**config.mk**
```make
export PLATFORM = sky130hd
export DESIGN_NAME = reg_access_sequencer_flat
export DESIGN_NICKNAME = d
export VERILOG_FILES = /design/src/rtl/reg_access_sequencer_if.sv /design/src/rtl/reg_access_sequencer.sv /design/src/flat_wrapper.sv
export SDC_FILE = /design/constraint.sdc
export NUM_CORES = 1
export LEC_CHECK = 0
export CORE_MARGIN = 2
export CORE_UTILIZATION = 51
export CTS_BUF_LIST = sky130_fd_sc_hd__clkbuf_8 sky130_fd_sc_hd__clkbuf_16
export DETAILED_ROUTE_END_ITERATION = 10
export PLACE_DENSITY = 0.86
export SYNTH_ARGS = -nofsm -noshare
export SYNTH_HDL_FRONTEND = slang
export SYNTH_SLANG_ARGS = --single-unit
export TNS_END_PERCENT = 20
```
**constraint.sdc**
```tcl
create_clock -name clock -period 6.8 [get_ports clock]
set_clock_uncertainty 0.1 [all_clocks]
set_input_delay 1.36 -clock clock [delete_from_list [all_inputs] [get_ports clock]]
set_output_delay 1.36 -clock clock [all_outputs]
set_load 0.1 [all_outputs]
```
**src/rtl/reg_access_sequencer_if.sv**
```systemverilog
// Instruction handshake, register-file access bus and status outputs of the sequencer.
// The master modport is the sequencer side; slave is the environment / register file side.
interface reg_access_sequencer_if #(
  parameter int WORD_SIZE = 8,
  parameter int REG_BITS  = 3
);
  logic                 instr_valid;
  logic                 instr_ready;
  logic [2:0]           opcode;
  logic [REG_BITS-1:0]  rd;
  logic [REG_BITS-1:0]  rs1;
  logic [REG_BITS-1:0]  rs2;
  logic [WORD_SIZE-1:0] imm;

  logic [REG_BITS-1:0]  rf_num1;
  logic [REG_BITS-1:0]  rf_num2;
  logic                 rf_get_enable;
  logic                 rf_set_enable;
  logic [REG_BITS-1:0]  rf_set_num;
  logic [WORD_SIZE-1:0] rf_set_val;
  logic                 rf_reset_enable;
  logic [WORD_SIZE-1:0] rf_out1;
  logic [WORD_SIZE-1:0] rf_out2;

  logic [WORD_SIZE-1:0] result;
  logic                 carry;
  logic                 zero;
  logic                 done;

  modport master (
    input  instr_valid, opcode, rd, rs1, rs2, imm, rf_out1, rf_out2,
    output instr_ready, rf_num1, rf_num2, rf_get_enable, rf_set_enable,
           rf_set_num, rf_set_val, rf_reset_enable, result, carry, zero, done
  );

  modport slave (
    output instr_valid, opcode, rd, rs1, rs2, imm, rf_out1, rf_out2,
    input  instr_ready, rf_num1, rf_num2, rf_get_enable, rf_set_enable,
           rf_set_num, rf_set_val, rf_reset_enable, result, carry, zero, done
  );
endinterface

```
**src/rtl/reg_access_sequencer.sv**
```systemverilog
// Issue/execute sequencer in front of an 8-entry register file: reads operands,
// runs one ALU op, then writes back or clears the file, one instruction at a time.
module reg_access_sequencer #(
  parameter int WORD_SIZE = 8,
  parameter int REG_BITS  = 3
) (
  input  logic                  clock,
  input  logic                  reset,
  reg_access_sequencer_if.master bus
);

  localparam logic [2:0] OP_NOP = 3'd0;
  localparam logic [2:0] OP_ADD = 3'd1;
  localparam logic [2:0] OP_SUB = 3'd2;
  localparam logic [2:0] OP_AND = 3'd3;
  localparam logic [2:0] OP_OR  = 3'd4;
  localparam logic [2:0] OP_XOR = 3'd5;
  localparam logic [2:0] OP_LDI = 3'd6;
  localparam logic [2:0] OP_CLR = 3'd7;

  typedef enum logic [2:0] {IDLE, READ, EXEC, WRITE, CLEAR, FINISH} state_t;

  state_t               state, state_nxt;
  logic [2:0]           op_p0;
  logic [REG_BITS-1:0]  rd_p0, rs1_p0, rs2_p0;
  logic [WORD_SIZE-1:0] result_q;
  logic                 carry_q, zero_q;
  logic [WORD_SIZE:0]   alu_out;
  logic                 accept;

  logic                 ready_c, get_c, set_c, clr_c, done_c;
  logic [REG_BITS-1:0]  num1_c, num2_c, set_num_c;
  logic [WORD_SIZE-1:0] set_val_c;

  // Returns {carry, result}; logic ops pass the incoming carry through unchanged.
  function automatic logic [WORD_SIZE:0] alu(input logic [2:0] op,
                                             input logic [WORD_SIZE-1:0] a,
                                             input logic [WORD_SIZE-1:0] b,
                                             input logic c_in);
    logic [WORD_SIZE:0] r;
    case (op)
      OP_ADD:  r = {1'b0, a} + {1'b0, b};
      OP_SUB:  r = {1'b0, a} - {1'b0, b};   // MSB set exactly when a < b (borrow)
      OP_AND:  r = {c_in, a & b};
      OP_OR:   r = {c_in, a | b};
      OP_XOR:  r = {c_in, a ^ b};
      default: r = {c_in, a};
    endcase
    return r;
  endfunction

  assign accept  = bus.instr_valid && (state == IDLE);
  assign alu_out = alu(op_p0, bus.rf_out1, bus.rf_out2, carry_q);

  always_ff @(posedge clock or posedge reset) begin
    if (reset) state <= IDLE;
    else       state <= state_nxt;
  end

  // Accept edge latches the instruction; LDI and CLR settle the status here,
  // ALU ops settle it on the edge leaving EXEC while read data is valid.
  always_ff @(posedge clock or posedge reset) begin
    if (reset) begin
      op_p0    <= '0;
      rd_p0    <= '0;
      rs1_p0   <= '0;
      rs2_p0   <= '0;
      result_q <= '0;
      carry_q  <= 1'b0;
      zero_q   <= 1'b0;
    end else begin
      if (accept) begin
        op_p0  <= bus.opcode;
        rd_p0  <= bus.rd;
        rs1_p0 <= bus.rs1;
        rs2_p0 <= bus.rs2;
        if (bus.opcode == OP_LDI) begin
          result_q <= bus.imm;
          zero_q   <= (bus.imm == '0);
        end else if (bus.opcode == OP_CLR) begin
          result_q <= '0;
          carry_q  <= 1'b0;
          zero_q   <= 1'b0;
        end
      end
      if (state == EXEC) begin
        result_q <= alu_out[WORD_SIZE-1:0];
        carry_q  <= alu_out[WORD_SIZE];
        zero_q   <= (alu_out[WORD_SIZE-1:0] == '0);
      end
    end
  end

  always_comb begin
    state_nxt = state;
    ready_c   = 1'b0;
    get_c     = 1'b0;
    set_c     = 1'b0;
    clr_c     = 1'b0;
    done_c    = 1'b0;
    num1_c    = '0;
    num2_c    = '0;
    set_num_c = '0;
    set_val_c = '0;
    case (state)
      IDLE: begin
        ready_c = 1'b1;
        if (bus.instr_valid) begin
          case (bus.opcode)
            OP_NOP:  state_nxt = FINISH;
            OP_LDI:  state_nxt = WRITE;
            OP_CLR:  state_nxt = CLEAR;
            default: state_nxt = READ;
          endcase
        end
      end
      READ: begin
        get_c     = 1'b1;
        num1_c    = rs1_p0;
        num2_c    = rs2_p0;
        state_nxt = EXEC;
      end
      EXEC: state_nxt = WRITE;
      WRITE: begin
        set_c     = 1'b1;
        set_num_c = rd_p0;
        set_val_c = result_q;
        done_c    = 1'b1;
        state_nxt = IDLE;
      end
      CLEAR: begin
        clr_c     = 1'b1;
        done_c    = 1'b1;
        state_nxt = IDLE;
      end
      FINISH: begin
        done_c    = 1'b1;
        state_nxt = IDLE;
      end
      default: state_nxt = IDLE;
    endcase
  end

  assign bus.instr_ready     = ready_c;
  assign bus.rf_get_enable   = get_c;
  assign bus.rf_num1         = num1_c;
  assign bus.rf_num2         = num2_c;
  assign bus.rf_set_enable   = set_c;
  assign bus.rf_set_num      = set_num_c;
  assign bus.rf_set_val      = set_val_c;
  assign bus.rf_reset_enable = clr_c;
  assign bus.done            = done_c;
  assign bus.result          = result_q;
  assign bus.carry           = carry_q;
  assign bus.zero            = zero_q;

endmodule
```
**src/flat_wrapper.sv**
```systemverilog
// flat-port wrapper written by rule: the top's interface ports become plain ports
module reg_access_sequencer_flat 
#(
  parameter int WORD_SIZE = 8,
  parameter int REG_BITS  = 3
)
  (clock, reset, bus_instr_valid, bus_opcode, bus_rd, bus_rs1, bus_rs2, bus_imm, bus_rf_out1, bus_rf_out2, bus_instr_ready, bus_rf_num1, bus_rf_num2, bus_rf_get_enable, bus_rf_set_enable, bus_rf_set_num, bus_rf_set_val, bus_rf_reset_enable, bus_result, bus_carry, bus_zero, bus_done);
  reg_access_sequencer_if #(.WORD_SIZE(WORD_SIZE), .REG_BITS(REG_BITS)) bus_i ();
  input  logic clock;
  input  logic reset;
  input wire logic [$bits(bus_i.instr_valid)-1:0] bus_instr_valid;
  input wire logic [$bits(bus_i.opcode)-1:0] bus_opcode;
  input wire logic [$bits(bus_i.rd)-1:0] bus_rd;
  input wire logic [$bits(bus_i.rs1)-1:0] bus_rs1;
  input wire logic [$bits(bus_i.rs2)-1:0] bus_rs2;
  input wire logic [$bits(bus_i.imm)-1:0] bus_imm;
  input wire logic [$bits(bus_i.rf_out1)-1:0] bus_rf_out1;
  input wire logic [$bits(bus_i.rf_out2)-1:0] bus_rf_out2;
  output wire logic [$bits(bus_i.instr_ready)-1:0] bus_instr_ready;
  output wire logic [$bits(bus_i.rf_num1)-1:0] bus_rf_num1;
  output wire logic [$bits(bus_i.rf_num2)-1:0] bus_rf_num2;
  output wire logic [$bits(bus_i.rf_get_enable)-1:0] bus_rf_get_enable;
  output wire logic [$bits(bus_i.rf_set_enable)-1:0] bus_rf_set_enable;
  output wire logic [$bits(bus_i.rf_set_num)-1:0] bus_rf_set_num;
  output wire logic [$bits(bus_i.rf_set_val)-1:0] bus_rf_set_val;
  output wire logic [$bits(bus_i.rf_reset_enable)-1:0] bus_rf_reset_enable;
  output wire logic [$bits(bus_i.result)-1:0] bus_result;
  output wire logic [$bits(bus_i.carry)-1:0] bus_carry;
  output wire logic [$bits(bus_i.zero)-1:0] bus_zero;
  output wire logic [$bits(bus_i.done)-1:0] bus_done;
  assign bus_i.instr_valid = bus_instr_valid;
  assign bus_i.opcode = bus_opcode;
  assign bus_i.rd = bus_rd;
  assign bus_i.rs1 = bus_rs1;
  assign bus_i.rs2 = bus_rs2;
  assign bus_i.imm = bus_imm;
  assign bus_i.rf_out1 = bus_rf_out1;
  assign bus_i.rf_out2 = bus_rf_out2;
  assign bus_instr_ready = bus_i.instr_ready;
  assign bus_rf_num1 = bus_i.rf_num1;
  assign bus_rf_num2 = bus_i.rf_num2;
  assign bus_rf_get_enable = bus_i.rf_get_enable;
  assign bus_rf_set_enable = bus_i.rf_set_enable;
  assign bus_rf_set_num = bus_i.rf_set_num;
  assign bus_rf_set_val = bus_i.rf_set_val;
  assign bus_rf_reset_enable = bus_i.rf_reset_enable;
  assign bus_result = bus_i.result;
  assign bus_carry = bus_i.carry;
  assign bus_zero = bus_i.zero;
  assign bus_done = bus_i.done;
  reg_access_sequencer #(.WORD_SIZE(WORD_SIZE), .REG_BITS(REG_BITS)) u_core (.clock(clock), .reset(reset), .bus(bus_i));
endmodule
```
==> metrics.cfg <==
[placement]
routabilityCongestion = 0.948
io_buffers = 70
place_hpwl_mm = 5.16
dp_worst_setup_slack_ps = 2400

[critical_path]
start_kind = flop
regToRegStartpoint = u_core.op_p0[1]
cp_max_fo = 8
slowest_delay_ps = 1130
crit_type = flop to output pin
critPathCaptureType = output pin
slowest_stage = clkdlybuf4s50_1
path_cells = nor3b_1 > and2_1 > clkdlybuf4s50_1
cp_num_buf_inv = 1
rrSetupSlack_ps = 3090
worstPathRequired_ps = 5340
setup.worst_path.start = u_core.state[0]
crit_family = buffers and inverters
worst_ep_arrival_time_ps = 2700

[run]
cap_violations = 0

[cells_and_area]
area_delta_synth_final_pct = 32.4
n_antenna_cell = 0
drive_gt1_share_pct = 3.41
nFillCells = 376
layout.nets = 418

[drt]
drcViolationCount = 0
vias_per_cell = 5.87
wl_met1_mm = 2.73
wl_met2_mm = 3.25
wl_met3_um = 342
drt-wirelength-per-cell_um = 16.0
dr.max_layer_used = met4
vias = 2372
wirelength_mm = 6.45
drt_iter0_drc = 140
firstDrtPassIters = 5
detail-route-antenna-nets = 0

[logic_synthesis]
synth.distinct_cells = 45
syn_nets = 357
synthFlopType = dfrtp_1
netlist_instances = 292
synthArstFlopShare_pct = 100
yosysWarningCount = 0
avgSynthCellArea_um2 = 7.95
synthTopCellsByCount = nand2_1, dfrtp_1, ha_1
synth-seq-cells = 25
ys_top_cells_by_area = dfrtp_1, ha_1, nand2_1, and2_1, inv_1
yosysMostFrequentCell = nand2_1
synth-edff-count = 0
yosysTopAreaCell = dfrtp_1
synth_top_area_share_pct = 26.9
syn_area_um2 = 2320
yosysSeqAreaShare_pct = 26.9

[timing]
tightest_slew_ps = 991
fin_crit_sh_pct = 61.1
drv_slew = 0
slew_headroom_pct = 33.7
setup_viol = 0
layout_min_cycle_time_ps = 4160
max_freq_mhz = 241
holdWs_ps = 373
setup_slack_ps = 2640
rsz0062_at_grt = false
setup_tns_ps = 0
timing_hold_violations_final = 0

[cts]
cts_root_buf = clkbuf_8
numCtsBuffers = 3
cts_hold_buffers = 0
clkTransAtPathRegs_ps = 90
cts_setup_buffers = 0
cts_max_level = 1
clkSinkCount = 25
cts_tree = done
post_cts_resized = 0
clk_path_buf_depth = 2
clk_latency_ps = 280

[power_and_ir_drop]
p_leak_nw = 1.39
ir_drop_uv = 438
pwr_density_cell_nw_per_um2 = 525

[hold_path]
worstHoldStart = u_core.rd_p0[0]
hold_path_class = flop to flop

[grt]
grt_overflow = 0
grt_pass1_wl_mm = 10.8
grt_pass1_vias = 2273
grt_util_all_layers_pct = 26.2
grt_max_degree = 27
antenna_found_initial = 0

[die]
fp.dieArea_um2 = 5110
fp.dieW_um = 71.5
die_h_um = 71.5
initial_core_util_pct = 53.0
row_count = 24
core_area_um2 = 4380
io_pins = 71

[status]
outcome = finished, final reports clean

-- report_power, final --
group	switching [mW]	total, mW	internal, mW
clock	0.0508	0.0919	0.0412
combinational	0.840	1.22	0.380
sequential	0.0908	0.305	0.214
-- cells by family (layout without fill, tap and decap cells) --
| logic type | count (synthesis) | count (layout) | synth area share, % |
|---|---|---|---|
| AND/OR/NAND/NOR | 124 | 124 | 26.6 |
| buffers and inverters | 35 | 95 | 5.93 |
| XOR/XNOR | 11 | 11 | 4.15 |
| adder cells (fa/ha/maj) | 26 | 26 | 14.3 |
| flip-flops | 25 | 25 | 26.9 |
| AO/OA/AOI/OAI | 69 | 69 | 21.1 |
| multiplexers | 2 | 2 | 0.970 |
-- cells in the final DEF (no fill, tap or decap), types with 7 or more instances in the layout --
cell type / synthesis / routed
nand2_1: 49 / 49
a21oi_1: 11 / 11
inv_1: 21 / 21
clkdlybuf4s50_1: 0 / 70
dfrtp_1: 25 / 25
nor2_1: 17 / 17
nand3_1: 7 / 7
xnor2_1: 8 / 8
and2_1: 20 / 20
ha_1: 25 / 25
nor3_1: 8 / 8
a22o_1: 8 / 8
o21ai_0: 14 / 14
-- state kept, by name (all words and copies together), names as in the netlist --
signal / count
u_core.bus.zero: 1
u_core.bus.carry: 1
u_core.rs1_p0: 3
u_core.op_p0: 3
u_core.bus.result: 8
u_core.rd_p0: 3
u_core.state: 3
u_core.rs2_p0: 3
-- layer usage --
layer / GRT usage, % / up-vias
met4: 7.97 / 0
met5: 0 / -
met3: 3.38 / 11
li1: - / 1148
met1: 33.5 / 1139
met2: 46.2 / 74
-- worst paths after layout --
check | endpoint | cells past startpoint
min in group asynchronous | u_core.rs2_p0[2] | 2
worst min register to register | u_core.rd_p0[0] | 2
worst max-delay path | bus_rf_num1[0] | 3
worst max register to register | u_core.bus.zero | 11
worst min-delay path | u_core.rd_p0[0] | 2
max in group asynchronous | u_core.bus.result[7] | 2
-- stage by stage --
step | std cells | utilization, % | area, um2 | power (mW)
finish | 404 | 70.1 | 3080 | 1.62
floorplan | 292 | - | 2320 | 1.24
detailed placement | 400 | 69.1 | 3030 | 1.52
global placement | 400 | 69.1 | 3030 | 1.50
CTS | 404 | 70.1 | 3080 | 1.61
global route | 404 | 70.1 | 3080 | 1.71
-- tightest hold or removal path: cells and delay by family, from the launching register on --
family | cells | cell delay, ps
simple gates | 2 | 100
flops | 1 | 350
-- area by class of cell --
cell class | count | area, um2 | area share [%]
repair buffers | 70 | 701 | 22.8
inverters | 21 | 78.8 | 2.56
clock inverters | 1 | 5.00 | 0.163
clock buffers | 3 | 41.3 | 1.34
well taps | 52 | 65.1 | 2.12
multi-input cells | 232 | 1560 | 50.7
flip-flops and latches | 25 | 626 | 20.3
(Power assumes the default switching activity.)
